**config.mk**
```make
export PLATFORM = sky130hd
export DESIGN_NAME = hpc_rand_source_flat
export DESIGN_NICKNAME = d
export VERILOG_FILES = /design/src/rtl/hpc_pkg.sv /design/src/rtl/hpc_rand_source_if.sv /design/src/rtl/hpc_lfsr_step.sv /design/src/rtl/hpc_rand_source.sv /design/src/flat_wrapper.sv
export SDC_FILE = /design/constraint.sdc
export NUM_CORES = 1
export LEC_CHECK = 0
export ABC_AREA = 0
export CAP_MARGIN = 20
export CORE_MARGIN = 1.5
export CORE_UTILIZATION = 55
export CTS_CLUSTER_DIAMETER = 120
export CTS_CLUSTER_SIZE = 16
export DETAILED_ROUTE_END_ITERATION = 16
export DONT_BUFFER_PORTS = 1
export PLACE_DENSITY_LB_ADDON = 0.1
export SETUP_SLACK_MARGIN = 0.5
export SLEW_MARGIN = 20
export SYNTH_ARGS = -nofsm -noshare
export SYNTH_HDL_FRONTEND = slang
export SYNTH_SLANG_ARGS = --single-unit
```
**constraint.sdc**
```tcl
create_clock -name clock_0 -period 1.9 [get_ports clock_0]
set_clock_uncertainty 0.15 [all_clocks]
set_input_delay 0.285 -clock clock_0 [delete_from_list [all_inputs] [get_ports clock_0]]
set_output_delay 0.285 -clock clock_0 [all_outputs]
set_load 0.02 [all_outputs]
```
**src/rtl/hpc_pkg.sv**
```systemverilog
// hpc_pkg: shared types and constants for the HPC fresh-randomness source.
package hpc_pkg;

  typedef enum logic [1:0] {
    UNSEEDED = 2'd0,
    WARMUP   = 2'd1,
    RUN      = 2'd2
  } hpc_rand_state_e;

  localparam int unsigned HPC_LFSR_W        = 64;
  localparam int unsigned HPC_RAND_W        = 6;
  localparam int unsigned HPC_WARMUP_CYCLES = 16;
  localparam int unsigned HPC_HEALTH_LIMIT  = 8;

  // x^64 + x^63 + x^61 + x^60 + 1, Galois right-shift form
  localparam logic [63:0] LFSR_TAPS_64  = 64'hD800_0000_0000_0000;
  // Substituted for an all-zero seed so the LFSR never locks up
  localparam logic [63:0] LFSR_ZERO_FIX = 64'h0000_0000_0000_0001;

  // Fewest warm-up cycles that flush every seed bit through the output window
  function automatic int unsigned min_warmup(input int unsigned lfsr_w,
                                             input int unsigned rand_w);
    return (lfsr_w + rand_w - 1) / rand_w;
  endfunction

endpackage

```
**src/rtl/hpc_rand_source_if.sv**
```systemverilog
// hpc_rand_source_if: seed handshake and randomness bus between the source and its consumer.
interface hpc_rand_source_if
  import hpc_pkg::*;
#(
  parameter int unsigned LFSR_W = HPC_LFSR_W,
  parameter int unsigned RAND_W = HPC_RAND_W
);

  logic [LFSR_W-1:0] io_seed;
  logic              io_seed_valid;
  logic              io_seed_ready;
  logic              io_rand_en;
  logic [RAND_W-1:0] p_rand;
  logic              io_rand_valid;
  logic              io_health_fail;

  // Consumer side: offers seeds, requests steps, receives randomness
  modport master (
    output io_seed, io_seed_valid, io_rand_en,
    input  io_seed_ready, p_rand, io_rand_valid, io_health_fail
  );

  // Source side
  modport slave (
    input  io_seed, io_seed_valid, io_rand_en,
    output io_seed_ready, p_rand, io_rand_valid, io_health_fail
  );

endinterface

```
**src/rtl/hpc_lfsr_step.sv**
```systemverilog
// hpc_lfsr_step: STEPS-fold unrolled Galois right-shift LFSR update, purely combinational.
module hpc_lfsr_step #(
  parameter int unsigned LFSR_W = 64,
  parameter int unsigned STEPS  = 6
) (
  input  logic [LFSR_W-1:0] state_i,
  input  logic [LFSR_W-1:0] taps_i,
  output logic [LFSR_W-1:0] state_o
);

  // Each step shifts right and folds the taps in when the bit leaving is 1
  always_comb begin
    state_o = state_i;
    for (int unsigned i = 0; i < STEPS; i++) begin
      state_o = state_o[0] ? ((state_o >> 1) ^ taps_i) : (state_o >> 1);
    end
  end

endmodule

```
**src/rtl/hpc_rand_source.sv**
```systemverilog
// hpc_rand_source: fresh-randomness supplier for the order-2 HPC masked AND gadgets.
// Galois LFSR with seed handshake, post-seed warm-up and stall control; p_rand,
// io_rand_valid and io_seed_ready are all registered.
// Build option: define HPC_RAND_HEALTH_EN to add the sticky stuck-output health alarm.
module hpc_rand_source
  import hpc_pkg::*;
#(
  parameter int unsigned LFSR_W        = HPC_LFSR_W,
  parameter int unsigned RAND_W        = HPC_RAND_W,
  parameter int unsigned WARMUP_CYCLES = HPC_WARMUP_CYCLES,
  parameter int unsigned HEALTH_LIMIT  = HPC_HEALTH_LIMIT
) (
  input logic              clock_0,
  input logic              reset_0,
  hpc_rand_source_if.slave bus
);

  localparam int unsigned       WCNT_W   = $clog2(WARMUP_CYCLES + 1);
  localparam logic [LFSR_W-1:0] TAPS     = LFSR_W'(LFSR_TAPS_64);
  localparam logic [LFSR_W-1:0] ZERO_FIX = LFSR_W'(LFSR_ZERO_FIX);

  // Parameter sanity, rejected at elaboration
  if (LFSR_W != 64) begin : g_bad_lfsr_w
    $error("hpc_rand_source: tap set is defined for a 64-bit LFSR only");
  end
  if (RAND_W == 0 || RAND_W > LFSR_W) begin : g_bad_rand_w
    $error("hpc_rand_source: RAND_W must be in 1..LFSR_W");
  end
  if (WARMUP_CYCLES < min_warmup(LFSR_W, RAND_W)) begin : g_bad_warmup
    $error("hpc_rand_source: WARMUP_CYCLES below ceil(LFSR_W/RAND_W)");
  end
  if (HEALTH_LIMIT == 0) begin : g_bad_health
    $error("hpc_rand_source: HEALTH_LIMIT must be at least 1");
  end

  hpc_rand_state_e   state_q;
  logic [LFSR_W-1:0] lfsr_q;
  logic [LFSR_W-1:0] lfsr_step_d;
  logic [WCNT_W-1:0] wcnt_q;
  logic [RAND_W-1:0] p_rand_q;
  logic              rand_valid_q;
  logic              seed_ready_q;
  logic              seed_acc_c;
  logic              alarm_c;

  // One cycle's worth of Galois steps from the current state
  hpc_lfsr_step #(
    .LFSR_W (LFSR_W),
    .STEPS  (RAND_W)
  ) u_step (
    .state_i (lfsr_q),
    .taps_i  (TAPS),
    .state_o (lfsr_step_d)
  );

  assign seed_acc_c = bus.io_seed_valid & seed_ready_q;

  // Control FSM; outputs are loaded alongside the LFSR so p_rand tracks its low bits
  always_ff @(posedge clock_0) begin
    if (reset_0) begin
      state_q      <= UNSEEDED;
      lfsr_q       <= '0;
      wcnt_q       <= '0;
      p_rand_q     <= '0;
      rand_valid_q <= 1'b0;
      seed_ready_q <= 1'b1;
    end else if (seed_acc_c) begin
      // A seed always wins over a same-cycle step request
      state_q      <= WARMUP;
      lfsr_q       <= (bus.io_seed == '0) ? ZERO_FIX : bus.io_seed;
      wcnt_q       <= WCNT_W'(WARMUP_CYCLES);
      p_rand_q     <= '0;
      rand_valid_q <= 1'b0;
      seed_ready_q <= 1'b0;
    end else begin
      unique case (state_q)
        WARMUP: begin
          lfsr_q <= lfsr_step_d;
          if (wcnt_q == '0) begin
            state_q      <= RUN;
            p_rand_q     <= lfsr_step_d[RAND_W-1:0];
            rand_valid_q <= 1'b1;
            seed_ready_q <= 1'b1;
          end else begin
            wcnt_q <= wcnt_q - WCNT_W'(1);
          end
        end
        RUN: begin
          if (bus.io_rand_en) begin
            lfsr_q       <= lfsr_step_d;
            p_rand_q     <= alarm_c ? '0 : lfsr_step_d[RAND_W-1:0];
            rand_valid_q <= ~alarm_c;
          end
        end
        default: begin
          // UNSEEDED: idle until a seed arrives
        end
      endcase
    end
  end

`ifdef HPC_RAND_HEALTH_EN
  localparam int unsigned HCNT_W = $clog2(HEALTH_LIMIT + 1);

  logic [HCNT_W-1:0] hcnt_q;
  logic [HCNT_W-1:0] hcnt_d;
  logic              health_fail_q;
  logic              run_step_c;
  logic              same_c;

  assign run_step_c = (state_q == RUN) && bus.io_rand_en && !seed_acc_c;
  assign same_c     = (lfsr_step_d[RAND_W-1:0] == p_rand_q);

  // Run length of identical consecutive outputs, saturating at the limit
  always_comb begin
    hcnt_d = hcnt_q;
    if (run_step_c) begin
      if (!same_c) begin
        hcnt_d = '0;
      end else if (hcnt_q != HCNT_W'(HEALTH_LIMIT)) begin
        hcnt_d = hcnt_q + HCNT_W'(1);
      end
    end
  end

  assign alarm_c = health_fail_q | (run_step_c && (hcnt_d == HCNT_W'(HEALTH_LIMIT)));

  // Sticky alarm, cleared only by reset or a fresh seed
  always_ff @(posedge clock_0) begin
    if (reset_0 || seed_acc_c) begin
      hcnt_q        <= '0;
      health_fail_q <= 1'b0;
    end else begin
      hcnt_q        <= hcnt_d;
      health_fail_q <= alarm_c;
    end
  end

  assign bus.io_health_fail = health_fail_q;
`else
  assign alarm_c            = 1'b0;
  assign bus.io_health_fail = 1'b0;
`endif

  assign bus.io_seed_ready = seed_ready_q;
  assign bus.p_rand        = p_rand_q;
  assign bus.io_rand_valid = rand_valid_q;

endmodule

```
**src/flat_wrapper.sv**
```systemverilog
// flat-port wrapper written by rule: the top's interface ports become plain ports
module hpc_rand_source_flat import hpc_pkg::*;
#(
  parameter int unsigned LFSR_W        = HPC_LFSR_W,
  parameter int unsigned RAND_W        = HPC_RAND_W,
  parameter int unsigned WARMUP_CYCLES = HPC_WARMUP_CYCLES,
  parameter int unsigned HEALTH_LIMIT  = HPC_HEALTH_LIMIT
)
  (clock_0, reset_0, bus_io_seed, bus_io_seed_valid, bus_io_rand_en, bus_io_seed_ready, bus_p_rand, bus_io_rand_valid, bus_io_health_fail);
  hpc_rand_source_if #(.LFSR_W(LFSR_W), .RAND_W(RAND_W)) bus_i ();
  input logic clock_0;
  input logic reset_0;
  input wire logic [$bits(bus_i.io_seed)-1:0] bus_io_seed;
  input wire logic [$bits(bus_i.io_seed_valid)-1:0] bus_io_seed_valid;
  input wire logic [$bits(bus_i.io_rand_en)-1:0] bus_io_rand_en;
  output wire logic [$bits(bus_i.io_seed_ready)-1:0] bus_io_seed_ready;
  output wire logic [$bits(bus_i.p_rand)-1:0] bus_p_rand;
  output wire logic [$bits(bus_i.io_rand_valid)-1:0] bus_io_rand_valid;
  output wire logic [$bits(bus_i.io_health_fail)-1:0] bus_io_health_fail;
  assign bus_i.io_seed = bus_io_seed;
  assign bus_i.io_seed_valid = bus_io_seed_valid;
  assign bus_i.io_rand_en = bus_io_rand_en;
  assign bus_io_seed_ready = bus_i.io_seed_ready;
  assign bus_p_rand = bus_i.p_rand;
  assign bus_io_rand_valid = bus_i.io_rand_valid;
  assign bus_io_health_fail = bus_i.io_health_fail;
  hpc_rand_source #(.LFSR_W(LFSR_W), .RAND_W(RAND_W), .WARMUP_CYCLES(WARMUP_CYCLES), .HEALTH_LIMIT(HEALTH_LIMIT)) u_core (.clock_0(clock_0), .reset_0(reset_0), .bus(bus_i));
endmodule
```
== Word level (Yosys, flattened, before mapping) ==
Cells that the tools add are included.
Storage, ports and cells
  logic and storage cells: 60
  input port bits: 68
  flip-flop bits (word level): 79
Operators by class
  add/sub/neg operators: 1
  eq/ne operators: 6
  bitwise logic cells: 8
  reduce and logical (&&, ||, !) cells: 13
  multiplexer cells: 24
Operators with widths (count)
  $mux 64: 9
  $pmux 64 s2: 1
  $logic_not 64->1: 1
  $not 3->4: 6
  $mux 5: 3
  $mux 6: 2
  $pmux 6 s2: 1
  $reduce_and 2->1: 5
  $mux 1: 7
  $reduce_bool 2->1: 3
  $logic_not 5->1: 1
  $sub 5x1->5 const B: 1
  $ne 2x1->1 const B: 2
  $ne 3x2->1 const B: 1
  $reduce_and 3->1: 1
  $reduce_bool 3->1: 1
  $eq 2x1->1 const B: 1
  $eq 2x2->1 const B: 1
  $ne 2x2->1 const B: 1
  $pmux 1 s2: 1
  $reduce_or 2->1: 1
  $and 1x1->1: 1
  $not 1->1: 1

== Longest topological paths before layout ==
Gate-level depths: netlist (run 1).
  word-level depth: 15
  depth in mapped cells: 9
  mapped depth without buffers: 6

== Hierarchy ==
A second synthesis (run 1) with hierarchy kept.
Second synthesis, totals
  cell total of the unflattened synthesis: 2087
  area, all modules: 13653.1 µm²
Modules (own cells, without submodules)
  hpc_lfsr_step: area an instance 10078.4 µm², times used 1, cells each 1637, seq. area each 0.0 µm²
  hpc_rand_source: area an instance 3574.7 µm², times used 1, cells each 450, seq. area each 1581.5 µm²

== Least setup slack after synthesis (run 1) ==
OpenSTA, ideal clock, no wires.
  path kind: register to register
  from: reg u_core.wcnt_q[0]
  to: reg u_core.p_rand_q[0] (netlist: u_core.bus.p_rand[0])
  path slack: -0.108 ns
  setup time: 0.115 ns
  required time: 1.635 ns
  arrival time: 1.743 ns
  buffers on the path: 0
  clock period less this slack: 2.008 ns
  cell stages (with the launch flop): 7
  path through: dfxtp_1 > inv_1 > ha_1 > or4b_4 > a211oi_4 > mux2i_1 > nor2_2
On the way
  longest elaborated chain between the ends: 3
Ends and longest elaborated chain
  start, declared: RTL line hpc_rand_source.sv:39  | logic [WCNT_W-1:0] wcnt_q;
  start signal, assigned: RTL line hpc_rand_source.sv:71  | wcnt_q <= WCNT_W'(WARMUP_CYCLES);
  start signal, assigned: RTL line hpc_rand_source.sv:85  | wcnt_q <= wcnt_q - WCNT_W'(1);
  $logic_not 5->1: RTL line hpc_rand_source.sv:79  | if (wcnt_q == '0) begin
  $ne 2x1->1 (no source line)
  $reduce_and 3->1 (no source line)
  end signal, assigned: RTL line hpc_rand_source.sv:81  | p_rand_q <= lfsr_step_d[RAND_W-1:0];
  end signal, assigned: RTL line hpc_rand_source.sv:91  | p_rand_q <= alarm_c ? '0 : lfsr_step_d[RAND_W-1:0];
  end, declared: RTL line hpc_rand_source.sv:40  | logic [RAND_W-1:0] p_rand_q;
Every way passes these cells.
A chain may end at the register's enable or synchronous reset.

== Worst setup path after layout (run 1) ==
  from: reg u_core.state_q[0]
  to: reg u_core.lfsr_q[5]
On the way
  longest elaborated chain between the ends: 3
  elaborated cells on any way between the ends: 7
  those cells by class: eq/ne (3); mux (2); reduce/logical (2)
Ends and longest elaborated chain
  start, declared: RTL line hpc_rand_source.sv:36  | hpc_rand_state_e state_q;
  start signal, assigned: RTL line hpc_rand_source.sv:61  | state_q <= UNSEEDED;
  start signal, assigned: RTL line hpc_rand_source.sv:69  | state_q <= WARMUP;
  start signal, assigned: RTL line hpc_rand_source.sv:80  | state_q <= RUN;
  $eq 2x2->1 / $eq 2x1->1 (equally long branches): RTL line hpc_rand_source.sv:76  | unique case (state_q)
  $pmux 64 s2, or another cell as far along: RTL line hpc_rand_source.sv:76
  $mux 64 / $reduce_and 2->1 (equally long branches)
  end signal, assigned: RTL line hpc_rand_source.sv:70  | lfsr_q <= (bus.io_seed == '0) ? ZERO_FIX : bus.io_seed;
  end signal, assigned: RTL line hpc_rand_source.sv:78  | lfsr_q <= lfsr_step_d;
  end signal, assigned: RTL line hpc_rand_source.sv:90  | lfsr_q <= lfsr_step_d;
  end, declared: RTL line hpc_rand_source.sv:37  | logic [LFSR_W-1:0] lfsr_q;
Parallel ways exist; a longest one is shown, timed or not.

==> results of run 1 <==
[cell type report]
| cell class | instances | area, um^2 |
|---|---|---|
| clock buffers | 9 | 124 |
| clock inverters | 7 | 55.1 |
| repair buffers | 59 | 861 |
| inverters | 6 | 22.5 |
| well taps | 77 | 96.3 |
| fillers | 288 | 898 |
| multi-input cells | 338 | 2740 |
| flip-flops and latches | 79 | 1590 |
[power by group through the flow]
stage,clock network (mW),registers [mW],logic [mW]
4_1_cts,1.16,2.00,1.45
6_report,1.22,2.04,1.73
3_3_place_gp,0,1.99,0.790
2_1_floorplan,0,1.96,0.658
5_1_grt,1.26,2.05,1.80
3_5_place_dp,0,1.99,0.799
[cells in the mapped netlist (all sizes together) (4+ instances only)]
cell type	n	share of area, %
a311oi	57	14
nand4	4	0.68
mux2i	7	1.9
nand2b	5	0.85
xnor2	12	2.9
xor2	6	1.4
inv	6	0.61
nor4	16	2.7
nor2	77	8.3
a21oi	4	0.55
nand2	117	12
dfxtp	79	43
buf	7	1.1
clkbuf	29	3.1
[repair_timing]
action,4_1_cts,5_1_grt
endpoints found under the setup margin,78,78
pin swaps,82,45
endpoints found under the hold margin,67,64
resized for setup,143,65
buffers inserted,21,4
gates cloned,11,1
[layer usage]
layer / vias up / global-route usage, %
li1: 1687 / -
met1: 1882 / 43.0
met2: 263 / 55.6
met3: 67 / 6.98
met4: 0 / 13.9
met5: - / 0
[per-stage QoR]
stage                     setup slack [ps]  instances  total power, mW  cell area [um^2]  utilization, %
final                                 -142        575             4.98              5490            85.9
after global placement                -122        519             2.78              3860            60.5
after detailed placement              -112        519             2.79              3860            60.5
after CTS                            -10.0        570             4.61              5070            79.4
after global routing                  -161        575             5.11              5490            85.9
after floorplan                      -42.8        458             2.61              3750               -
[sequential cells by signal, indices dropped and copies added, names as in the netlist]
| signal | cells |
|---|---|
| u_core.lfsr_q | 64 |
| u_core.bus.p_rand | 6 |
| u_core.wcnt_q | 5 |
| u_core.state_q | 2 |
| u_core.bus.io_rand_valid | 1 |
| u_core.bus.io_seed_ready | 1 |
[how the worst max path moves through the flow]
stage	start	to	slack, ps	cells past startpoint
3_5_place_dp	bus_io_seed[8]	u_core.lfsr_q[0]$_SDFFE_PP0P_	-110	4
5_1_grt	u_core.state_q[0]$_SDFFE_PP0P_	u_core.lfsr_q[5]$_SDFFE_PP0P_	-160	11
6_report	u_core.state_q[0]$_SDFFE_PP0P_	u_core.lfsr_q[5]$_SDFFE_PP0P_	-140	11
4_1_cts	u_core.wcnt_q[1]$_SDFFE_PP0P_	u_core.bus.p_rand[3]$_SDFFE_PP0P_	-10	7
2_1_floorplan	u_core.wcnt_q[1]$_SDFFE_PP0P_	u_core.bus.p_rand[0]$_SDFFE_PP0P_	-40	6
3_3_place_gp	bus_io_seed[8]	u_core.lfsr_q[0]$_SDFFE_PP0P_	-120	4
[worst max-delay path: cells and delay by family (launching register included)]
family	cells	cell delay (ps)
buffers and inverters	6	620
flip-flops	1	350
AND/OR/NAND/NOR	3	340
AO/OA/AOI/OAI	1	330
adder cells (fa/ha/maj)	1	140
[kinds of logic after synthesis]
kind of cell	synth area share, %
AND/OR/NAND/NOR	27.5
XOR/XNOR	4.30
multiplexers	1.91
adder cells (fa/ha/maj)	1.02
other	0.102
buffers and inverters	4.74
flip-flops	43.1
AO/OA/AOI/OAI	17.3
==> impl_metrics.ini, run 1 <==
[hold_path]
hold_start = reset_0
hold_path_depth = 1
hold_end = u_core.lfsr_q[62]$_SDFFE_PP0P_
hp-class = input pin to flop

[die]
core-area_um2 = 6390
start_util_pct = 57.4
io-pin-count = 77
dieArea_um2 = 7160
rows = 29
die_y_um = 84.6
die_w_um = 84.6

[power]
switching_share_pct = 35.8
peakVddDrop_v = 0.000586
p_clk_share_pct = 24.4
switchingPower_mw = 1.78
p_leak_nw = 2.20
p_int_mw = 3.20
pwr-share-comb_pct = 34.7
p_per_area_nw_per_um2 = 908
p_seq_share_pct = 40.9

[routing]
dr.pass1.iters = 5
vias = 3899
route.met2.wl_um = 6530
wl_per_cell_um = 24.2
highest_layer = met4
wl_met1_um = 5330
drtIter0Drc = 391
wirelength_um = 13900
ant_nets = 0
wl_met3_um = 1300
drcViolationCount = 0
viasPerCell = 6.78

[worst_setup_path]
cp_slowest_stage_delay_ps = 350
worst_r2r_startpoint = u_core.state_q[0]$_SDFFE_PP0P_
path_max_fanout = 5
crit_path_end_kind = flop
regToRegSetupSlack_ps = -140
startpoint_type = flop
critPathMostFrequentCell = buf_6
crit_slowest_cell = dfxtp_2
crit_path_cell_trace = inv_2 -> ha_4 -> nor2b_4 -> buf_6 -> nor2_4 -> buf_6 -> buf_6 -> buf_6 -> buf_6 -> nand2_2 -> a311oi_2
crit_arrival_ps = 2140
crit_type = flop to flop
required_ps = 2000
r2r_cells = 11
regToRegEndpoint = u_core.lfsr_q[5]$_SDFFE_PP0P_

[sta]
max_slew_margin_pct = 51.5
period_minus_slack_ps = 2040
fin_hold_ws_ps = -161
fin_crit_sh_pct = 107
worst_pin_slew_ps = 722
finalHoldViolations = 63
tns_ps = -441
fmax_mhz = 490
rsz0062_at_grt = true
drv_slew = 0
setup-violations-final = 16
layout_setup_ws_ps = -142

[layout]
final_nets = 564
antenna_cells = 0
final_common_cell = dfxtp_1
areaGrowthSynthToFinish_pct = 49.7
drive_above_1_share_pct = 44.8
final_cell_mix = dfxtp_1 (75), nor2_1 (64), nand2_1 (58), a311oi_2 (47), nand2_4 (39)

[grt]
grt_max_degree = 93
grt_pass1_vias = 3615
antenna_found_initial = 0
grt_pass1_wl_um = 18900
grt.total_usage_pct = 33.7
grt-ovfl-total = 0

[synth]
synth_edf_count = 0
async_reset_ff_share_pct = 0
ys_seq_area_share_pct = 43.1
ys_types = 38
ys.warnings.count = 0
synthFlopType = dfxtp_1
ys_seq_elements = 79
syn_avg_cell_area_um2 = 8.00
syn_area_um2 = 3670
synth_fp_nets = 529
postSynthCellCount = 458

[clocking]
cts_root_buf = clkbuf_8
cts_tree = done
clkTransAtPathRegs_ps = 90
cts_buffers = 9
hold_buffers = 3
htreeDepth = 3
clk_latency_ps = 370
cts.sink_count = 79
cts_buffer_depth = 2

[place]
numPortBuffers = 0
gp_congestion = 0.835
dp_hpwl_um = 6270

[status]
violations = hold timing, setup timing
status = complete, but fails checks

[run]
maxCapViolations = 0
(Power assumes the default switching activity.)
==> run 2: changes to the inputs <==
--- a/config.mk
+++ b/config.mk
@@ -8,7 +8,7 @@
 export ABC_AREA = 0
 export CAP_MARGIN = 20
 export CORE_MARGIN = 1.5
-export CORE_UTILIZATION = 55
+export CORE_UTILIZATION = 53
 export CTS_CLUSTER_DIAMETER = 120
 export CTS_CLUSTER_SIZE = 16
 export DETAILED_ROUTE_END_ITERATION = 16
==> impl_metrics.ini, run 2 (synthesis gave the netlist of run 1 again) <==
[grt]
grt_pass1_vias = 3647
antenna_found_initial = 0
grt_max_degree = 69
grt_pass1_wl_um = 18800
grt.total_usage_pct = 33.2
grt-ovfl-total = 0

[layout]
drive_above_1_share_pct = 46.4
largest-register = u_core.lfsr_q
fill_cells = 365
final_cell_mix = dfxtp_1 (74), nor2_1 (66), nand2_4 (55), a311oi_2 (47), nand2_1 (45)
areaGrowthSynthToFinish_pct = 54.3
largest_reg_flops = 64
final_common_cell = dfxtp_1
seq_area_um2 = 1590
multiInputGateArea_um2 = 2800
final_nets = 573
antenna_cells = 0

[status]
status = complete, but fails checks
violations = hold timing, setup timing

[clocking]
cts_buffer_depth = 2
cts_tree = done
clkTransAtPathRegs_ps = 90
cts_buffers = 9
cts_root_buf = clkbuf_8
cts.sink_count = 79
htreeDepth = 3
hold_buffers = 3
clk_latency_ps = 360

[routing]
drtIter0Drc = 237
dr.pass1.iters = 6
ant_nets = 0
drcViolationCount = 0
vias = 3827
wirelength_um = 13100
wl_per_cell_um = 22.4
viasPerCell = 6.53

[worst_setup_path]
regToRegEndpoint = u_core.bus.p_rand[3]$_SDFFE_PP0P_
crit_path_end_kind = flop
path_max_fanout = 7
crit_arrival_ps = 2050
startpoint_type = flop
r2r_cells = 7
regToRegSetupSlack_ps = -40
crit_type = flop to flop
required_ps = 2010
worst_r2r_startpoint = u_core.wcnt_q[1]$_SDFFE_PP0P_

[die]
die_w_um = 86.2
die_y_um = 86.2
core-area_um2 = 6760
rows = 30
io-pin-count = 77
dieArea_um2 = 7430
start_util_pct = 54.3

[power]
power_mw = 5.05
p_leak_nw = 2.38
p_per_area_nw_per_um2 = 892
peakVddDrop_v = 0.000544

[sta]
fin_hold_ws_ps = -167
fin_crit_sh_pct = 102
max_slew_margin_pct = 64.4
layout_setup_ws_ps = -43.2
fmax_mhz = 515
period_minus_slack_ps = 1940
rsz0062_at_grt = true
setup-violations-final = 12
tns_ps = -243
worst_pin_slew_ps = 530
drv_slew = 0
finalHoldViolations = 66

[place]
dp_hpwl_um = 6290
gp_congestion = 0.782
numPortBuffers = 0

[hold_path]
hold_end = u_core.lfsr_q[53]$_SDFFE_PP0P_
hold_start = reset_0
hold_path_depth = 1
hp-class = input pin to flop

[run]
maxCapViolations = 0
run 2: metal layers:
metal | wire (um) | track usage [%] | vias to the layer above
li1 | - | - | 1713
met2 | 6530 | 56.0 | 197
met4 | 405 | 14.4 | 0
met5 | 0 | 0 | -
met3 | 945 | 7.43 | 42
met1 | 5260 | 40.8 | 1875
run 2: report_power, final:
| group | switching [mW] | internal [mW] |
|---|---|---|
| Sequential | 0.223 | 1.83 |
| Clock | 0.670 | 0.544 |
| Combinational | 0.840 | 0.943 |
| Total | 1.73 | 3.31 |
run 2: area by class of cell:
class,count,share of cell area (%)
inverter,6,0.398
sequential,79,28.1
timing repair buffer,67,17.1
clock buffer,11,2.68
clock inverter,4,0.531
tap,80,1.77
multi-input combinational,339,49.5
run 2: critical path: stages (launching register included):
cell and delay, ps:
dfxtp_2 330, inv_2 60, ha_4 130, or4b_4 480, a211oi_4 260, buf_12 160
mux2i_4 220, nor2_2 50
run 2: worst max path at each step:
stage / startpoint / slack (ps) / cells after the start / to
after floorplan: u_core.wcnt_q[1]$_SDFFE_PP0P_ / -40 / 6 / u_core.bus.p_rand[0]$_SDFFE_PP0P_
after global placement: u_core.wcnt_q[1]$_SDFFE_PP0P_ / 20 / 7 / u_core.bus.p_rand[4]$_SDFFE_PP0P_
after detailed placement: u_core.wcnt_q[1]$_SDFFE_PP0P_ / -70 / 7 / u_core.bus.p_rand[3]$_SDFFE_PP0P_
after CTS: u_core.wcnt_q[1]$_SDFFE_PP0P_ / -60 / 7 / u_core.bus.p_rand[3]$_SDFFE_PP0P_
after global routing: u_core.wcnt_q[1]$_SDFFE_PP0P_ / -100 / 7 / u_core.bus.p_rand[5]$_SDFFE_PP0P_
final: u_core.wcnt_q[1]$_SDFFE_PP0P_ / -40 / 7 / u_core.bus.p_rand[3]$_SDFFE_PP0P_
run 2: timing repair:
| action | CTS | global route |
|---|---|---|
| endpoints found under the setup margin | 78 | 78 |
| cloned | 15 | 0 |
| hold endpoints to repair | 67 | 65 |
| gates resized for setup | 164 | 73 |
| pin swaps | 90 | 45 |
| buffers inserted | 26 | 5 |
run 2: through the flow:
step           hold slack (ps)  setup WS [ps]  utilization (%)  std cells  area [um^2]
5_1_grt                   -171          -95.7             83.7        586         5660
4_1_cts                   -163          -57.6             77.3        581         5230
2_1_floorplan              295          -42.8                -        458         3750
3_5_place_dp               206          -73.7             57.4        522         3880
6_report                  -167          -43.2             83.7        586         5660
3_3_place_gp               202           21.5             57.4        522         3880
